File: src/rtl/wb_arbiter.sv
// Writeback arbiter: merges pipeline results and FIFO-buffered mult/div results onto the
// register-file write port, and tracks outstanding mult/div destinations. Optional: WB_MD_BYPASS_EN.
module wb_arbiter #(
    parameter int DEPTH = 2,
    parameter int AW    = 1
) (
    input  logic          clock,
    input  logic          ctrl_reset,
    input  logic          pipe_we,
    input  logic [4:0]    pipe_rd,
    input  logic [31:0]   pipe_data,
    input  logic          md_issue,
    input  logic [4:0]    md_issue_rd,
    input  logic          md_valid,
    input  logic [4:0]    md_rd,
    input  logic [31:0]   md_data,
    output logic          md_ready,
    output logic          ctrl_writeEnable,
    output logic [4:0]    ctrl_writeReg,
    output logic [31:0]   data_writeReg,
    output logic [31:0]   busy_mask,
    output logic [AW:0]   fifo_count
);

    logic [4:0]    rd_mem_q   [DEPTH];
    logic [4:0]    rd_mem_d   [DEPTH];
    logic [31:0]   data_mem_q [DEPTH];
    logic [31:0]   data_mem_d [DEPTH];
    logic [AW-1:0] wr_ptr_q, wr_ptr_d;
    logic [AW-1:0] rd_ptr_q, rd_ptr_d;
    logic [AW:0]   count_q, count_d;
    logic          we_q, we_d;
    logic [4:0]    reg_q, reg_d;
    logic [31:0]   data_q, data_d;
    logic [31:0]   busy_q, busy_d;

    logic          full, empty, pipe_sel, bypass, push, pop, clr_en;
    logic [4:0]    clr_rd;

    assign full  = (count_q == (AW+1)'(DEPTH));
    assign empty = (count_q == '0);

    always_comb begin
        pipe_sel = pipe_we && (pipe_rd != '0);
`ifdef WB_MD_BYPASS_EN
        bypass   = !pipe_sel && empty && md_valid;
`else
        bypass   = 1'b0;
`endif
        // A bypassed result never occupies a slot.
        push     = md_valid && !full && !bypass;
        pop      = !pipe_sel && !empty;

        we_d   = 1'b0;
        reg_d  = reg_q;
        data_d = data_q;
        clr_en = 1'b0;
        clr_rd = '0;
        if (pipe_sel) begin
            we_d   = 1'b1;
            reg_d  = pipe_rd;
            data_d = pipe_data;
        end else if (pop) begin
            we_d   = (rd_mem_q[rd_ptr_q] != '0);
            reg_d  = rd_mem_q[rd_ptr_q];
            data_d = data_mem_q[rd_ptr_q];
            clr_en = 1'b1;
            clr_rd = rd_mem_q[rd_ptr_q];
        end else if (bypass) begin
            we_d   = (md_rd != '0);
            reg_d  = md_rd;
            data_d = md_data;
            clr_en = 1'b1;
            clr_rd = md_rd;
        end

        // Issue is applied after clear so a same-cycle set wins.
        busy_d = busy_q;
        if (clr_en)
            busy_d[clr_rd] = 1'b0;
        if (md_issue && (md_issue_rd != '0))
            busy_d[md_issue_rd] = 1'b1;
        busy_d[0] = 1'b0;

        rd_mem_d   = rd_mem_q;
        data_mem_d = data_mem_q;
        wr_ptr_d   = wr_ptr_q;
        rd_ptr_d   = rd_ptr_q;
        if (push) begin
            rd_mem_d[wr_ptr_q]   = md_rd;
            data_mem_d[wr_ptr_q] = md_data;
            wr_ptr_d             = wr_ptr_q + AW'(1);
        end
        if (pop)
            rd_ptr_d = rd_ptr_q + AW'(1);

        case ({push, pop})
            2'b10:   count_d = count_q + (AW+1)'(1);
            2'b01:   count_d = count_q - (AW+1)'(1);
            default: count_d = count_q;
        endcase
    end

    always_ff @(posedge clock or posedge ctrl_reset) begin
        if (ctrl_reset) begin
            wr_ptr_q <= '0;
            rd_ptr_q <= '0;
            count_q  <= '0;
            we_q     <= 1'b0;
            reg_q    <= '0;
            data_q   <= '0;
            busy_q   <= '0;
        end else begin
            wr_ptr_q <= wr_ptr_d;
            rd_ptr_q <= rd_ptr_d;
            count_q  <= count_d;
            we_q     <= we_d;
            reg_q    <= reg_d;
            data_q   <= data_d;
            busy_q   <= busy_d;
        end
    end

    // Storage needs no reset: occupancy is governed by the pointers and count.
    always_ff @(posedge clock) begin
        rd_mem_q   <= rd_mem_d;
        data_mem_q <= data_mem_d;
    end

    assign md_ready         = !full;
    assign ctrl_writeEnable = we_q;
    assign ctrl_writeReg    = reg_q;
    assign data_writeReg    = data_q;
    assign busy_mask        = busy_q;
    assign fifo_count       = count_q;

endmodule

File: config.mk
export PLATFORM = sky130hd
export DESIGN_NAME = wb_arbiter
export DESIGN_NICKNAME = d
export VERILOG_FILES = /design/src/rtl/wb_arbiter.sv
export SDC_FILE = /design/constraint.sdc
export NUM_CORES = 1
export LEC_CHECK = 0
export ABC_AREA = 0
export CAP_MARGIN = 20
export CORE_MARGIN = 2
export CORE_UTILIZATION = 44
export CTS_CLUSTER_SIZE = 12
export DETAILED_ROUTE_END_ITERATION = 16
export GPL_ROUTABILITY_DRIVEN = 0
export PLACE_DENSITY = 0.72
export SYNTH_ARGS = -nofsm -noshare
export SYNTH_HDL_FRONTEND = slang
export SYNTH_SLANG_ARGS = --single-unit
File: constraint.sdc
create_clock -name clock -period 7.83 [get_ports clock]
set_input_delay 1.566 -clock clock [delete_from_list [all_inputs] [get_ports clock]]
set_output_delay 1.566 -clock clock [all_outputs]
set_load 0.005 [all_outputs]
==> results.sh <==
export IMPL_outcome="completed"
export IMPL_final_area_sq_um=8440
export IMPL_place_area_sq_um=7850
export IMPL_final_setup_tns_ns=0
export IMPL_clk_pin_slew_ns=0.05
export IMPL_ir_drop_v=0.000183
export IMPL_antenna_found_initial=0
export IMPL_root_buffer="clkbuf_16"
export IMPL_antenna_cells=0
export IMPL_p_per_area_nw_per_um2=369
export IMPL_numPlacedInstances=839
export IMPL_cts_tree="done"
export IMPL_die_w_um=122
export IMPL_antenna_left=0
export IMPL_synth_edf_count=74
export IMPL_syn_inst=528
export IMPL_grt_first_pass_wirelength_mm=23.9
export IMPL_grtUsageMet2=0.341
export IMPL_synth_top_area_share=0.362
export IMPL_slew_viol_final=0
export IMPL_die_area_sq_um=14900
export IMPL_required_ns=8.17
export IMPL_synthFlopType="edfxtp_1"
export IMPL_grt_max_degree=86
export IMPL_layout_drive_gt1_share=0.0796
export IMPL_io_buffers=155
export IMPL_pin_count=157
export IMPL_ys_types=33
export IMPL_ys_top_cells_by_count="nor2_1 (107), edfxtp_1 (74), dfrtp_1 (73), nand2_1 (50), o21ai_0 (43)"
export IMPL_fin_cells=871
export IMPL_cts_made_buffers=17
export IMPL_critPathKind="input port to register"
export IMPL_grt_overflow=0
export IMPL_drv_cap=0
export IMPL_p_leak_nw=3.27
export IMPL_grt_busiest_layer="met2"
export IMPL_yosys_top_cells_area="edfxtp_1 (36%), dfrtp_1 (30%), nor2_1 (6.6%)"
export IMPL_nets=763
export IMPL_cts_sinks=147
export IMPL_rsz0062_at_grt="false"
export IMPL_relSlewSlack=0.344
export IMPL_drc_errors=0
export IMPL_hp_class="register to register"
export IMPL_syn2layout_area_growth_pct=37.6
export IMPL_avgSynthCellArea_sq_um=11.6
export IMPL_synth_nets=613
export IMPL_period_minus_slack_ns=3.79
export IMPL_max_freq_ghz=0.264
export IMPL_synth_most_common_cell="nor2_1"
export IMPL_met3_usage=0.0712
export IMPL_cts_buffer_depth=2
export IMPL_final_hold_violation_count=0
export IMPL_fin_crit_sh=0.484
export IMPL_synth_async_reset_ratio=0.497
export IMPL_htree_levels=4
export IMPL_setup_violations=0
export IMPL_start_util=0.447
export IMPL_met1_usage=0.258
export IMPL_yosys_area_top_type="edfxtp_1"
export IMPL_tightest_slew_ns=0.984
export IMPL_first_global_vias=4806
export IMPL_cts_resized=0
export IMPL_drt_iter0_markers=302
export IMPL_dr_total_vias=4680
export IMPL_avgViaCountPerCell=5.37
export IMPL_holdBufCountCts=0
export IMPL_drtPass1Iterations=5
export IMPL_finalPower_mw=3.12
export IMPL_clk_latency_ns=0.42
export IMPL_netlist_area_sq_um=6130
export IMPL_holdWs_ns=0.517
export IMPL_cp_end_kind="register"
export IMPL_yosysWarnings=0
export IMPL_cp_arrival_ns=4.13
export IMPL_core_sq_um=13700
export IMPL_postCtsSetupBuffers=0
export IMPL_finalWirelength_mm=15.3
export IMPL_cp_start_kind="input port"
export IMPL_synth_seq_cells=147
export IMPL_globalRouteTotalUtil=0.213
export IMPL_ys_seq_area_frac=0.660
export IMPL_dp_hpwl_mm=10.1
export IMPL_path_max_fanout=85
export IMPL_die_y_um=122
export IMPL_routedWlPerCell_um=17.5
export IMPL_skew_ns=0.00749
export IMPL_fillers=1100
export IMPL_rows=43
per-layer routing:
metal / up-vias / share of wire
met1: 2252 / 0.41
met5: - / 0
met2: 210 / 0.49
li1: 2192 / -
met4: 0 / 0.018
met3: 26 / 0.084
report_power, final:
part | leakage [nW] | switching [mW] | internal [mW]
registers | 1.55 | 0.131 | 1.08
logic | 1.42 | 0.562 | 0.545
clock network | 0.289 | 0.302 | 0.501
metrics by stage:
stage	util	worst slack, ns
after floorplan	-	4.18
after global placement	0.570	3.72
after detailed placement	0.572	3.64
after CTS	0.615	4.07
after global routing	0.615	3.95
final	0.615	4.04
placed cells by master (no fill, tap or decap), drive strengths merged, types with 4 or more instances in the layout:
master         synthesis  layout
a21oi                 35      35
a31oi                 23      23
buf                   10       6
clkbuf                20      23
clkdlybuf4s50          0     155
clkinv                 0       6
dfrtp                 73      73
edfxtp                74      74
mux2                   4       4
mux2i                 37      37
nand2                 50      50
nand2b                 6       6
nand3b                 5       5
nor2                 108     108
nor3                   4       4
nor4                   4       4
o21ai                 44      44
o41ai                 11      11
final timing paths:
check / startpoint / to / slack (ns) / cells past startpoint
max in group asynchronous: ctrl_reset / rd_ptr_q / 5.38 / 3
hold reg to reg: busy_mask[4] / busy_mask[4] / 0.52 / 2
min in group asynchronous: ctrl_reset / busy_mask[8] / 1.78 / 3
hold / removal: busy_mask[4] / busy_mask[4] / 0.52 / 2
setup reg to reg: rd_ptr_q / busy_mask[23] / 5.04 / 5
setup / recovery: pipe_rd[1] / fifo_count[1] / 4.04 / 9
layout make-up:
class | count | area, sq um | share of cell area
Sequential cell | 147 | 4050 | 0.480
Inverter | 1 | 5.00 | 0.000593
Tap cell | 180 | 225 | 0.0267
Clock inverter | 9 | 104 | 0.0123
Timing Repair Buffer | 161 | 1610 | 0.191
Clock buffer | 23 | 488 | 0.0578
Multi-Input combinational cell | 350 | 1960 | 0.232
worst max-delay path, cell delays in order:
cell	delay (ns)
clkdlybuf4s50_1	0.42
or3_1	0.38
o31a_2	0.28
buf_4	0.36
nor2_2	0.18
buf_4	0.30
ha_1	0.32
nor2_1	0.14
xor2_1	0.16
registers in the layout, summed over array words and instances, names as in the netlist:
signal / cells
wr_ptr_q: 1
rd_mem_q: 10
rd_ptr_q: 1
busy_mask: 31
fifo_count: 2
data_mem_q: 64
data_writeReg: 32
ctrl_writeEnable: 1
ctrl_writeReg: 5
logic make-up (layout without fill, tap and decap cells):
logic type | Yosys count | count (layout) | share of synthesized area
AOI/OAI and AO/OA | 115 | 115 | 0.106
xor gates and xnor gates | 5 | 5 | 0.00714
adders and majority gates | 1 | 1 | 0.00204
buffers and inverters | 31 | 194 | 0.0235
DFF | 147 | 147 | 0.660
muxes | 41 | 41 | 0.0678
other | 1 | 1 | 0.000612
and+or+nand+nor | 187 | 187 | 0.132
Power figures use the tool's default switching activity.
